`config.mk`:
```
export PLATFORM = sky130hd
export DESIGN_NAME = debug_result_serializer
export DESIGN_NICKNAME = d
export VERILOG_FILES = /design/src/rtl/debug_result_serializer.sv
export SDC_FILE = /design/constraint.sdc
export NUM_CORES = 1
export LEC_CHECK = 0
export ABC_AREA = 1
export ABC_CLOCK_PERIOD_IN_PS = 2500
export BUFFER_PORTS_ARGS = -buffer_cell sky130_fd_sc_hd__clkbuf_2
export CORE_ASPECT_RATIO = 1.5
export CORE_MARGIN = 2
export CORE_UTILIZATION = 35
export DETAILED_ROUTE_END_ITERATION = 7
export PLACE_DENSITY_LB_ADDON = 0.25
export SLEW_MARGIN = 20
export SYNTH_ARGS = -nofsm -noshare
export SYNTH_HDL_FRONTEND = slang
export SYNTH_SLANG_ARGS = --single-unit
```
`constraint.sdc`:
```
create_clock -name clk -period 2.5 [get_ports clk]
set_clock_uncertainty 0.05 [all_clocks]
set_input_delay 0.5 -clock clk [delete_from_list [all_inputs] [get_ports clk]]
set_output_delay 0.5 -clock clk [all_outputs]
set_load 0.01 [all_outputs]
```
`src/rtl/debug_result_serializer.sv`:
```
// debug_result_serializer
//   Takes one debug read result (32-bit value plus 2-bit byte-count code) and
//   streams it to the UART transmitter as a sequence of bytes over a
//   valid/ready byte interface. Only one request is in flight at a time.
//
//   Parameters:
//     MSB_FIRST - 0: least-significant byte first; 1: most-significant valid byte first.
//     IDLE_GAP  - idle cycles with tx_valid low between consecutive data bytes (0-255).
//
//   Optional feature (compile-time macro DEBUG_SERIALIZER_CHECKSUM_EN):
//     When defined, one extra byte follows the data bytes: the XOR of all data
//     bytes of that request. It is sent directly after the last data byte.
//     When undefined, done follows the last data byte.

module debug_result_serializer #(
    parameter int MSB_FIRST = 0,
    parameter int IDLE_GAP  = 0
) (
    input  logic        clk,
    input  logic        reset,
    input  logic        req_valid,
    output logic        req_ready,
    input  logic [31:0] result,
    input  logic [1:0]  size,
    output logic [7:0]  tx_data,
    output logic        tx_valid,
    input  logic        tx_ready,
    output logic        busy,
    output logic        done
);

    localparam logic [2:0] S_IDLE = 3'd0;
    localparam logic [2:0] S_LOAD = 3'd1;
    localparam logic [2:0] S_SEND = 3'd2;
    localparam logic [2:0] S_GAP  = 3'd3;
    localparam logic [2:0] S_DONE = 3'd4;
`ifdef DEBUG_SERIALIZER_CHECKSUM_EN
    localparam logic [2:0] S_CHK  = 3'd5;
`endif

    // Last value of the gap counter before returning to SEND.
    localparam logic [7:0] GAP_LAST = 8'(IDLE_GAP - 1);

    logic [2:0]  state;
    logic [31:0] shreg;      // bytes still to be presented, aligned at the output end
    logic [1:0]  cnt;        // bytes remaining after the one currently on tx_data
    logic [7:0]  gap_cnt;
`ifdef DEBUG_SERIALIZER_CHECKSUM_EN
    logic [7:0]  csum;
`endif

    logic        accept;
    logic [31:0] load_word;
    logic [7:0]  head;
    logic [31:0] shifted;

    assign accept = req_valid && req_ready;

    // Align the request so the first byte to send sits at the output end of the
    // shift register; for MSB-first the top valid byte is moved to bits [31:24],
    // which also discards bytes above the size range.
    always_comb begin
        // NOTE: load_word gets a default before the conditional so no latch is inferred.
        load_word = result;
        if (MSB_FIRST != 0) begin
            load_word = result << {~size, 3'b000};
        end
    end

    // Next byte to present and the register contents after removing it.
    assign head    = (MSB_FIRST != 0) ? shreg[31:24] : shreg[7:0];
    assign shifted = (MSB_FIRST != 0) ? (shreg << 8) : (shreg >> 8);

    // Main sequencer: request capture, byte presentation, handshakes and done pulse.
    always_ff @(posedge clk or negedge reset) begin
        if (!reset) begin
            state     <= S_IDLE;
            req_ready <= 1'b0;
            busy      <= 1'b0;
            done      <= 1'b0;
            tx_valid  <= 1'b0;
            tx_data   <= 8'h00;
            shreg     <= 32'h0;
            cnt       <= 2'd0;
            gap_cnt   <= 8'd0;
`ifdef DEBUG_SERIALIZER_CHECKSUM_EN
            csum      <= 8'h00;
`endif
        end else begin
            // NOTE: non-blocking assignments throughout, so every branch sees the
            // pre-edge values; done defaults low here and is a single-cycle pulse.
            done <= 1'b0;
            case (state)
                S_IDLE: begin
                    req_ready <= 1'b1;
                    if (accept) begin
                        shreg     <= load_word;
                        cnt       <= size;
                        req_ready <= 1'b0;
                        busy      <= 1'b1;
                        state     <= S_LOAD;
                    end
                end

                S_LOAD: begin
                    tx_data  <= head;
                    tx_valid <= 1'b1;
                    shreg    <= shifted;
`ifdef DEBUG_SERIALIZER_CHECKSUM_EN
                    csum     <= head;
`endif
                    state    <= S_SEND;
                end

                S_SEND: begin
                    if (tx_ready) begin
                        if (cnt == 2'd0) begin
`ifdef DEBUG_SERIALIZER_CHECKSUM_EN
                            // tx_valid stays high; the checksum replaces the last data byte.
                            tx_data <= csum;
                            state   <= S_CHK;
`else
                            tx_valid  <= 1'b0;
                            done      <= 1'b1;
                            busy      <= 1'b0;
                            req_ready <= 1'b1;
                            state     <= S_DONE;
`endif
                        end else begin
                            cnt <= cnt - 2'd1;
                            if (IDLE_GAP == 0) begin
                                tx_data <= head;
                                shreg   <= shifted;
`ifdef DEBUG_SERIALIZER_CHECKSUM_EN
                                csum    <= csum ^ head;
`endif
                            end else begin
                                tx_valid <= 1'b0;
                                gap_cnt  <= 8'd0;
                                state    <= S_GAP;
                            end
                        end
                    end
                end

                S_GAP: begin
                    if (gap_cnt == GAP_LAST) begin
                        tx_data  <= head;
                        tx_valid <= 1'b1;
                        shreg    <= shifted;
`ifdef DEBUG_SERIALIZER_CHECKSUM_EN
                        csum     <= csum ^ head;
`endif
                        state    <= S_SEND;
                    end else begin
                        gap_cnt <= gap_cnt + 8'd1;
                    end
                end

`ifdef DEBUG_SERIALIZER_CHECKSUM_EN
                S_CHK: begin
                    if (tx_ready) begin
                        tx_valid  <= 1'b0;
                        done      <= 1'b1;
                        busy      <= 1'b0;
                        req_ready <= 1'b1;
                        state     <= S_DONE;
                    end
                end
`endif

                S_DONE: begin
                    // req_ready is already high, so a new request can be taken here.
                    if (accept) begin
                        shreg     <= load_word;
                        cnt       <= size;
                        req_ready <= 1'b0;
                        busy      <= 1'b1;
                        state     <= S_LOAD;
                    end else begin
                        state <= S_IDLE;
                    end
                end

                default: begin
                    state <= S_IDLE;
                end
            endcase
        end
    end

endmodule

```
==> flow_summary.ini, run 1 <==
[run_status]
status = completed

[yosys]
postSynthAreaPerCell_um2 = 7.50
synth.area.top_cells = sky130_fd_sc_hd__dfrtp_1, sky130_fd_sc_hd__nand2_1, sky130_fd_sc_hd__nand4_1, sky130_fd_sc_hd__inv_1, sky130_fd_sc_hd__buf_6
yosysTopAreaCellShare_pct = 48.1
synth_fp_nets = 435
synth.cell_area_um2 = 2960
yosys_warnings = 0
synth.ff_latch_count = 57
synth_instances = 395
synth.yosys.seq_area_share_pct = 48.1
synth_cell_type_count = 22
synth_area_leader_cell = sky130_fd_sc_hd__dfrtp_1

[clock_tree]
tritoncts.num_buffers = 9
cts-hold-fix-buffers = 0
cts.htree.levels = 3
root_driver = sky130_fd_sc_hd__clkbuf_16
worst_skew_pair.late_latency_ns = 0.33
cts.repair.resized = 0
cts_tree = done
cts_setup_buffers = 0
clock_transition_at_path_regs_ns = 0.05
clock_tree.buffer_depth = 2
clock_sinks = 57

[die]
fp-row-count = 41
effective_utilization_at_floorplan_pct = 35.7
ios = 50
die_width_um = 79.1
dieHeight_um = 117
floorplan.core_area_um2 = 8310
die_area_um2 = 9230

[setup_path]
crit_path_start_kind = flip-flop
crit_arrival_ns = 2.03
worst-endpoint-required_ns = 2.67
timing.critical_path.to_type = flip-flop
r2r_slack_ns = 0.63
critPathKind = reg2reg
critPathMaxFanout = 19

[global_route]
overflow = 0
grt_pass1_vias = 2658
antenna_violations_before_repair = 0
grt_max_degree = 42
wire_length_of_the_first_global_routing_pass_um = 11600
gr-usage-all-layers_pct = 16.1

[power_and_ir_drop]
p_int_mw = 1.74
power.switching_mw = 0.429
cellPowerDensity_nw_per_um2 = 606
clock_power_share_pct = 54.9
combinationalPowerShare_pct = 2.6
worst_ir_drop_vdd_v = 0.000418
total_leakage_power_nw = 2.07
switching_share_pct = 19.7
sequential_power_share_pct = 42.5

[sta]
fmax_ghz = 0.536
timing_max_transition_violations_final = 0
timing.max_slew.rel_slack_pct = 71.6
fin_tns_setup_ns = 0
timing.final.ws_setup_ns = 0.633
setup_viol_count_final = 0
final.period_utilization_pct = 74.7
grt_setup_unrepaired = false
timing_hold_violations_final = 0
layout_min_cycle_time_ns = 1.87
timing_worst_slew_pin_value_ns = 0.426

[routing]
route.layer.met1.wl_um = 2950
num_vias = 2662
dr.pass1.iters = 4
routed_wirelength_um = 6630
wl_met3_um = 317
drt-vias-per-instance = 4.79
drt_drc_violations_left = 0
postRouteAntennaNets = 0
dr.first_iter.drc_count = 175
detailroute.wirelength.met2_um = 3220
top_layer = met4
route.detailed.wl_per_inst_um = 11.9

[placement]
dp.final_hpwl_um = 4470
placedCellCount = 540
preCtsSetupSlack_ns = 0.636
buffer_ports.inserted = 49
placer_s_final_routability_congestion_estimate = 0.768
placed_cell_area_um2 = 3290

[layout]
insertedDiodeCount = 0
nets = 484
fill_cells = 870
layout-drive-gt1-share_pct = 18.7
stdcell_area_um2 = 3580
synthesis_to_layout_area_growth_pct = 20.9
final_cell_mix = sky130_fd_sc_hd__nand2_1, sky130_fd_sc_hd__dfrtp_1, sky130_fd_sc_hd__clkbuf_2, sky130_fd_sc_hd__nand4_1, sky130_fd_sc_hd__inv_1
finish.cell_count_without_fillers = 556
layout.cells.most_common = sky130_fd_sc_hd__nand2_1

[flow_run]
maxCapViolations = 0

[min_path]
hold_path.class = in2async
-- cell usage after synthesis --
cell / instances
sky130_fd_sc_hd__xor2_1: 2
sky130_fd_sc_hd__nor2_1: 15
sky130_fd_sc_hd__nand4_1: 42
sky130_fd_sc_hd__inv_1: 27
sky130_fd_sc_hd__xor2_2: 1
sky130_fd_sc_hd__nand3_2: 3
sky130_fd_sc_hd__a21boi_0: 1
sky130_fd_sc_hd__ha_1: 2
sky130_fd_sc_hd__buf_4: 1
sky130_fd_sc_hd__xnor2_1: 1
sky130_fd_sc_hd__nor2_2: 3
sky130_fd_sc_hd__nand3_1: 8
sky130_fd_sc_hd__buf_6: 6
sky130_fd_sc_hd__buf_2: 10
sky130_fd_sc_hd__o21ai_1: 2
sky130_fd_sc_hd__o21ai_0: 3
sky130_fd_sc_hd__nand2_2: 3
sky130_fd_sc_hd__dfrtp_1: 57
sky130_fd_sc_hd__a21oi_1: 2
sky130_fd_sc_hd__nand2_1: 200
sky130_fd_sc_hd__clkbuf_1: 5
sky130_fd_sc_hd__inv_2: 1
-- worst paths after layout --
kind | startpoint | endpoint | depth (start not counted)
min in group clk | tx_ready | state[2]$_DFFE_PN0P_ | 3
max in group asynchronous | reset | shreg[27]$_DFFE_PN0P_ | 2
worst min-delay path | reset | done$_DFF_PN0_ | 1
worst max-delay path | gap_cnt[1]$_DFFE_PN0P_ | tx_data[0]$_DFFE_PN0P_ | 9
worst max register to register | gap_cnt[1]$_DFFE_PN0P_ | tx_data[0]$_DFFE_PN0P_ | 9
worst min register to register | shreg[14]$_DFFE_PN0P_ | shreg[14]$_DFFE_PN0P_ | 2
-- logic make-up (layout without fill, tap and decap cells) --
logic type | count (synthesis) | in the layout | share of synthesized area [%]
simple gates | 274 | 274 | 39.7
fa+ha+maj | 2 | 2 | 0.844
xor+xnor | 4 | 4 | 1.44
compound gates | 8 | 8 | 1.44
flops | 57 | 57 | 48.1
buf+inv | 50 | 104 | 8.40
-- per-stage QoR --
step / hold slack (ns) / power [mW] / util, %
after floorplan: 0.154 / 0.944 / -
after global placement: 0.404 / 0.998 / 39.6
after detailed placement: 0.397 / 0.997 / 39.6
after CTS: 0.0531 / 2.19 / 43.1
after global routing: 0.0600 / 2.24 / 43.1
final: 0.0448 / 2.17 / 43.1
-- registers in the layout, summed over array words and instances (netlist names) --
signal,cells
done,1
tx_valid,1
tx_data,8
req_ready,1
cnt,2
state,3
shreg,32
busy,1
gap_cnt,8
-- area by class of cell --
| cell class | count | area [um^2] | area share [%] |
|---|---|---|---|
| clock buffer | 13 | 250 | 6.98 |
| clock inverter | 3 | 40.0 | 1.12 |
| inverter | 28 | 105 | 2.93 |
| multi-input combinational | 288 | 1290 | 35.9 |
| sequential | 57 | 1430 | 39.8 |
| tap | 107 | 134 | 3.74 |
| timing repair buffer | 60 | 340 | 9.50 |
-- critical path, stage by stage, from the launching register on --
cell and delay (ns):
sky130_fd_sc_hd__dfrtp_1 0.36, sky130_fd_sc_hd__ha_1 0.18, sky130_fd_sc_hd__nand2_1 0.07, sky130_fd_sc_hd__nor2_2 0.16, sky130_fd_sc_hd__nand2_1 0.09, sky130_fd_sc_hd__nand2_2 0.29
sky130_fd_sc_hd__buf_4 0.23, sky130_fd_sc_hd__nand3_2 0.15, sky130_fd_sc_hd__nand2_1 0.11, sky130_fd_sc_hd__nand2_1 0.05
-- power groups by stage --
stage               Sequential (mW)  Clock (mW)  Combinational, mW
finish                        0.925        1.19             0.0556
global placement              0.939           0             0.0584
detailed placement            0.939           0             0.0576
global route                  0.923        1.25             0.0635
floorplan                     0.940           0            0.00383
CTS                           0.924        1.21             0.0580
-- layer usage --
metal | up-vias | GRT usage (%)
met1 | 1234 | 19.1
met3 | 11 | 4.40
met5 | - | 0
met4 | 0 | 7.93
li1 | 1353 | -
met2 | 64 | 26.9
Power figures use the tool's default switching activity.
==> inputs of run 2 (changes only) <==
ABC_CLOCK_PERIOD_IN_PS = 1700   (was 2500)
clock period = 1.7 ns   (was 2.5 ns; I/O delays follow)
==> run 2 against run 1 <==
Net effect:
- die area unchanged
- non-clock buffer count increased by 2
- fmax increased by 23%
- cell area increased by 2.1%
- sequential power increased by 47%
- routed wire length increased by 2.0%
==> flow_summary.ini, run 2 (synthesis results as in run 1) <==
[sta]
fin_tns_setup_ns = 0
timing.max_slew.rel_slack_pct = 78.1
fmax_ghz = 0.658
final.period_utilization_pct = 89.4
grt_setup_unrepaired = false
setup_viol_count_final = 0
timing_hold_violations_final = 0
timing_max_transition_violations_final = 0
layout_min_cycle_time_ns = 1.52
timing_worst_slew_pin_value_ns = 0.329

[layout]
final_cell_mix = sky130_fd_sc_hd__nand2_1, sky130_fd_sc_hd__dfrtp_1, sky130_fd_sc_hd__clkbuf_2, sky130_fd_sc_hd__nand4_1, sky130_fd_sc_hd__inv_1
core_utilization_of_the_finished_layout_pct = 44.0
insertedDiodeCount = 0
regMostFlops = shreg
flip_flop_count_of_the_largest_register_all_copies_and_words_added = 32
nets = 486
top_regs = shreg x32, gap_cnt x8, tx_data x8
layout.cells.most_common = sky130_fd_sc_hd__nand2_1
synthesis_to_layout_area_growth_pct = 23.4
layout-drive-gt1-share_pct = 19.5

[routing]
drt_drc_violations_left = 0
dr.first_iter.drc_count = 177
routed_wirelength_um = 6760
postRouteAntennaNets = 0
num_vias = 2614
dr.pass1.iters = 4
route.detailed.wl_per_inst_um = 12.1
drt-vias-per-instance = 4.68

[power_and_ir_drop]
power.switching_mw = 0.664
total_leakage_power_nw = 2.10
cellPowerDensity_nw_per_um2 = 893
p_int_mw = 2.60
worst_ir_drop_vdd_v = 0.000565
switching_share_pct = 20.3
combinationalPowerShare_pct = 2.5
clock_power_share_pct = 55.9
sequential_power_share_pct = 41.6

[setup_path]
cp.buffers_inverters = 1
worstReg2RegEnd = gap_cnt[5]$_DFFE_PN0P_
worst-endpoint-required_ns = 1.86
reg2regPathDepth = 8
timing.critical_path.cells = ha_1 > nand2_1 > nor2_2 > nand2_1 > nand2_4 > buf_4 > o21ai_0 > nand2_1
r2r_slack_ns = 0.18
crit_path_start_kind = flip-flop
timing.critical_path.to_type = flip-flop
timing.critical_path.depth = 8
startpoint_of_the_worst_register_to_register_path = gap_cnt[0]$_DFFE_PN0P_
critPathKind = reg2reg
crit_arrival_ns = 1.68
crit_family = simple AND/OR/NAND/NOR gates
critPathMaxFanout = 11
critical_path.slowest_cell = sky130_fd_sc_hd__dfrtp_1
timing.critical_path.slowest_cell_delay_ns = 0.38
cp_most_frequent_cell = sky130_fd_sc_hd__nand2_1
crit_start = gap_cnt[0]$_DFFE_PN0P_

[global_route]
grt_max_degree = 58
wire_length_of_the_first_global_routing_pass_um = 12000
grt_pass1_vias = 2580
overflow = 0
gr-usage-all-layers_pct = 16.8
antenna_violations_before_repair = 0

[die]
dieHeight_um = 117
fp-row-count = 41
ios = 50
floorplan.core_area_um2 = 8310
die_area_um2 = 9230
effective_utilization_at_floorplan_pct = 35.7
die_width_um = 79.1

[placement]
placer_s_final_routability_congestion_estimate = 0.757
dp.final_hpwl_um = 4470
buffer_ports.inserted = 49

[clock_tree]
clock_transition_at_path_regs_ns = 0.05
worst_skew_pair.late_latency_ns = 0.33
clock_tree.buffer_depth = 2
clock_sinks = 57
root_driver = sky130_fd_sc_hd__clkbuf_16
tritoncts.num_buffers = 9
cts_tree = done
cts.htree.levels = 3

[min_path]
timing.hold.worst_path_depth = 3
hold_path.class = in2reg
hold_ep = state[2]$_DFFE_PN0P_
worstHoldStart = tx_ready

[flow_run]
maxCapViolations = 0

[run_status]
status = completed
==> run 2: final cells by class <==
class / instances / area [um^2]
inverter: 28 / 105
multi-input combinational: 288 / 1290
clock inverter: 5 / 53.8
tap: 107 / 134
fill: 916 / 4650
clock buffer: 11 / 253
sequential: 57 / 1430
timing repair buffer: 62 / 393
==> run 2: how the worst max path moves through the flow <==
stage and end:
2_1_floorplan tx_data[0]$_DFFE_PN0P_, 3_3_place_gp shreg[30]$_DFFE_PN0P_, 3_5_place_dp shreg[26]$_DFFE_PN0P_, 4_1_cts shreg[26]$_DFFE_PN0P_, 5_1_grt shreg[22]$_DFFE_PN0P_, 6_report gap_cnt[5]$_DFFE_PN0P_
==> run 2: worst register-to-register path, stage by stage (launching register included) <==
cell                      delay, ns
sky130_fd_sc_hd__dfrtp_1       0.38
sky130_fd_sc_hd__ha_1          0.22
sky130_fd_sc_hd__nand2_1       0.08
sky130_fd_sc_hd__nor2_2        0.04
sky130_fd_sc_hd__nand2_1       0.11
sky130_fd_sc_hd__nand2_4       0.11
sky130_fd_sc_hd__buf_4         0.20
sky130_fd_sc_hd__o21ai_0       0.16
sky130_fd_sc_hd__nand2_1       0.06
==> run 2: per-layer routing <==
| layer | GRT usage [%] | wire [um] |
|---|---|---|
| met5 | 0 | 0 |
| met4 | 9.31 | 168 |
| met3 | 3.09 | 227 |
| met2 | 28.7 | 3470 |
| met1 | 19.9 | 2900 |
==> run 2: timing repair <==
| action | CTS | global route |
|---|---|---|
| endpoints found under the setup margin | 0 | 33 |
| resized for setup | 0 | 7 |
| buffers inserted | 0 | 0 |
| endpoints found under the hold margin | 57 | 0 |
| hold buffers | 1 | 0 |
==> run 2: power groups by stage <==
stage / Clock (mW) / Combinational, mW / Sequential (mW)
2_1_floorplan: 0 / 0.00564 / 1.38
3_3_place_gp: 0 / 0.0819 / 1.38
3_5_place_dp: 0 / 0.0832 / 1.38
4_1_cts: 1.86 / 0.0854 / 1.36
5_1_grt: 1.93 / 0.0943 / 1.36
6_report: 1.83 / 0.0812 / 1.36
==> run 2: through the flow <==
stage          area, um^2  instances  power (mW)  hold slack [ns]  setup slack (ns)
2_1_floorplan        2960        395        1.39         -0.00559             0.278
3_3_place_gp         3310        541        1.46            0.324             0.132
3_5_place_dp         3310        541        1.46            0.325            0.0755
4_1_cts              3630        558        3.30            0.250            0.0599
5_1_grt              3660        558        3.38            0.282            0.0323
6_report             3660        558        3.27            0.255             0.181
==> inputs of run 3 (changes only) <==
ABC_AREA = not set   (was 1)
==> run 3 against run 2 <==
Net effect:
- sequential share of layout area grew 0.33 points
- register-to-register slack worse by 0.23 ns
- the run now ends with negative setup slack left
- highest routed layer unchanged
- area after synthesis down 11%
- largest power group is now combinational logic
- sequential cell count did not move
==> flow_summary.ini, run 3 <==
[run_status]
status = finished with violations
failed_checks = negative setup slack

[yosys]
synth.ff_latch_count = 57
synth_enable_flop_cells = 0
yosysTopAreaCellShare_pct = 54.2
postSynthAreaPerCell_um2 = 12.2
postSynth.topFlopCell = sky130_fd_sc_hd__dfrtp_1
synth_common_cells = sky130_fd_sc_hd__dfrtp_1, sky130_fd_sc_hd__mux2_1, sky130_fd_sc_hd__mux2_2
synth_instances = 216
synth.area.top_cells = sky130_fd_sc_hd__dfrtp_1, sky130_fd_sc_hd__mux2_1, sky130_fd_sc_hd__mux2_2, sky130_fd_sc_hd__nand3_1, sky130_fd_sc_hd__inv_1
yosys_warnings = 0
synth_cell_type_count = 34
synth_fp_nets = 256
synth.yosys.seq_area_share_pct = 54.2
synth_area_leader_cell = sky130_fd_sc_hd__dfrtp_1
post_synthesis_async_set_or_reset_flop_share_pct = 100
synth.cell_area_um2 = 2630
synth.most_common_cell = sky130_fd_sc_hd__dfrtp_1

[layout]
synthesis_to_layout_area_growth_pct = 37.9
ff_latch_area_um2 = 1430
multi_input_gate_area_um2 = 1200
top_regs = shreg x32, gap_cnt x8, tx_data x8
fill_cells = 662
flip_flop_count_of_the_largest_register_all_copies_and_words_added = 32
stdcell_area_um2 = 3630
layout-drive-gt1-share_pct = 46.6
insertedDiodeCount = 0
final_cell_mix = sky130_fd_sc_hd__dfrtp_1, sky130_fd_sc_hd__clkbuf_2, sky130_fd_sc_hd__buf_4, sky130_fd_sc_hd__mux2_1, sky130_fd_sc_hd__mux2_2
regMostFlops = shreg
layout.cells.most_common = sky130_fd_sc_hd__dfrtp_1
nets = 344

[flow_run]
maxCapViolations = 0

[die]
effective_utilization_at_floorplan_pct = 36.2
floorplan.core_area_um2 = 7270
die_area_um2 = 8240
ios = 50
die_width_um = 74.8
dieHeight_um = 110
fp-row-count = 38

[routing]
dr.first_iter.drc_count = 79
drt_drc_violations_left = 0
route.detailed.wl_per_inst_um = 13.3
drt-vias-per-instance = 4.52
num_vias = 1847
dr.pass1.iters = 4
routed_wirelength_um = 5450
postRouteAntennaNets = 0

[setup_path]
timing.critical_path.to_type = flip-flop
worst-endpoint-required_ns = 1.88
timing.critical_path.cells = inv_2 > ha_4 > nor3b_4 > nor2_1 > a21boi_4 > buf_12 > mux2_1
critPathMaxFanout = 27
critical_path.slowest_cell = sky130_fd_sc_hd__dfrtp_1
reg2regPathDepth = 7
crit_path_start_kind = flip-flop
crit_arrival_ns = 1.92
critPathKind = reg2reg
timing.critical_path.slowest_cell_delay_ns = 0.36

[clock_tree]
cts_tree = done
root_driver = sky130_fd_sc_hd__clkbuf_8
tritoncts.num_buffers = 9
clock_transition_at_path_regs_ns = 0.06
worst_skew_pair.late_latency_ns = 0.35
clock_sinks = 57
cts.htree.levels = 3
clock_tree.buffer_depth = 2

[power_and_ir_drop]
power.total_mw = 7.05
total_leakage_power_nw = 1.74
power.switching_mw = 2.29
p_int_mw = 4.76
worst_ir_drop_vdd_v = 0.000941
switching_share_pct = 32.5
clock_power_share_pct = 18.7
cellPowerDensity_nw_per_um2 = 1940
combinationalPowerShare_pct = 49.3
sequential_power_share_pct = 32.0

[sta]
layout_min_cycle_time_ns = 1.75
timing_worst_slew_pin_value_ns = 0.596
timing.final.ws_setup_ns = -0.0452
timing_max_transition_violations_final = 0
timing.max_slew.rel_slack_pct = 60.2
timing_hold_violations_final = 0
fmax_ghz = 0.573
grt_setup_unrepaired = true
final.period_utilization_pct = 103
setup_viol_count_final = 25

[global_route]
antenna_violations_before_repair = 0
gr-usage-all-layers_pct = 14.9
grt_max_degree = 28
wire_length_of_the_first_global_routing_pass_um = 8780
grt_pass1_vias = 1833
overflow = 0

[min_path]
hold_path.class = in2reg
timing.hold.worst_path_depth = 3

[placement]
placer_s_final_routability_congestion_estimate = 0.761
buffer_ports.inserted = 49
placed_cell_area_um2 = 3290
dp.final_hpwl_um = 3830
preCtsSetupSlack_ns = -0.0675
[run 3: cell types whose count changed after synthesis, sizes merged, moves of 5 or more]
cell	before	now
buf	17	6
inv	28	15
mux2	0	49
nand2	203	15
nand4	42	0
nor2	18	8
nor3	0	5
o21ai	5	17
[run 3: path summary, 6_finish.rpt]
check / endpoint / slack [ns] / startpoint
max: shreg[9]$_DFFE_PN0P_ / -0.05 / cnt[0]$_DFFE_PN0P_
min: shreg[30]$_DFFE_PN0P_ / 0.16 / result[30]
max reg2reg: shreg[9]$_DFFE_PN0P_ / -0.05 / cnt[0]$_DFFE_PN0P_
min reg2reg: gap_cnt[5]$_DFFE_PN0P_ / 0.41 / gap_cnt[5]$_DFFE_PN0P_
max in group asynchronous: tx_data[1]$_DFFE_PN0P_ / 0.60 / reset
min in group asynchronous: shreg[29]$_DFFE_PN0P_ / 0.48 / reset
[run 3: layer usage]
| layer | track usage (%) | vias to the layer above | wire [um] |
|---|---|---|---|
| met2 | 22.4 | 38 | 2630 |
| met1 | 18.5 | 877 | 2410 |
| met5 | 0 | - | 0 |
| met4 | 8.80 | 0 | 142 |
| met3 | 4.64 | 12 | 265 |
| li1 | - | 920 | - |
[run 3: worst max-delay path: cells and delay by family, from the launching register on]
kind | cells | cell delay, ns
AOI/OAI and AO/OA | 1 | 0.15
adders and majority gates | 1 | 0.16
DFF | 1 | 0.36
buffers and inverters | 2 | 0.26
and+or+nand+nor | 2 | 0.30
muxes | 1 | 0.34
[run 3: what timing repair did]
item,CTS,global route
hold buffers,1,0
setup endpoints to repair,35,41
setup buffers,1,4
resized for setup,3,17
pin swaps,1,4
gates cloned,0,0
hold endpoints to repair,17,0
[run 3: kinds of logic after synthesis]
| group | count (synthesis) | share of synthesized area, % |
|---|---|---|
| AOI/OAI and AO/OA | 28 | 7.28 |
| xor gates and xnor gates | 7 | 2.33 |
| and+or+nand+nor | 48 | 9.89 |
| adders and majority gates | 2 | 0.951 |
| muxes | 50 | 21.4 |
| buffers and inverters | 24 | 3.99 |
| DFF | 57 | 54.2 |
[run 3: layout make-up]
cell class	instances	share of cell area, %
sequential	57	39.3
clock buffer	14	4.76
multi-input combinational	135	33.2
inverter	15	1.55
tap	100	3.45
timing repair buffer	86	16.8
clock inverter	2	0.965
[run 3: power by group through the flow]
stage | clock network [mW] | logic (mW) | registers [mW]
finish | 1.32 | 3.47 | 2.25
global route | 1.42 | 3.82 | 2.33
CTS | 1.36 | 3.23 | 2.25
detailed placement | 0 | 3.16 | 2.27
global placement | 0 | 3.14 | 2.26
floorplan | 0 | 2.09 | 2.28
[run 3: stage by stage]
| step | utilization (%) | hold WS, ns | TNS [ns] | cells |
|---|---|---|---|---|
| floorplan | - | -0.00559 | -0.718 | 216 |
| global placement | 45.3 | 0.321 | -1.18 | 387 |
| detailed placement | 45.3 | 0.331 | -1.65 | 387 |
| CTS | 48.5 | 0.148 | -1.10 | 405 |
| global route | 49.9 | 0.164 | -3.53 | 409 |
| finish | 49.9 | 0.163 | -0.809 | 409 |
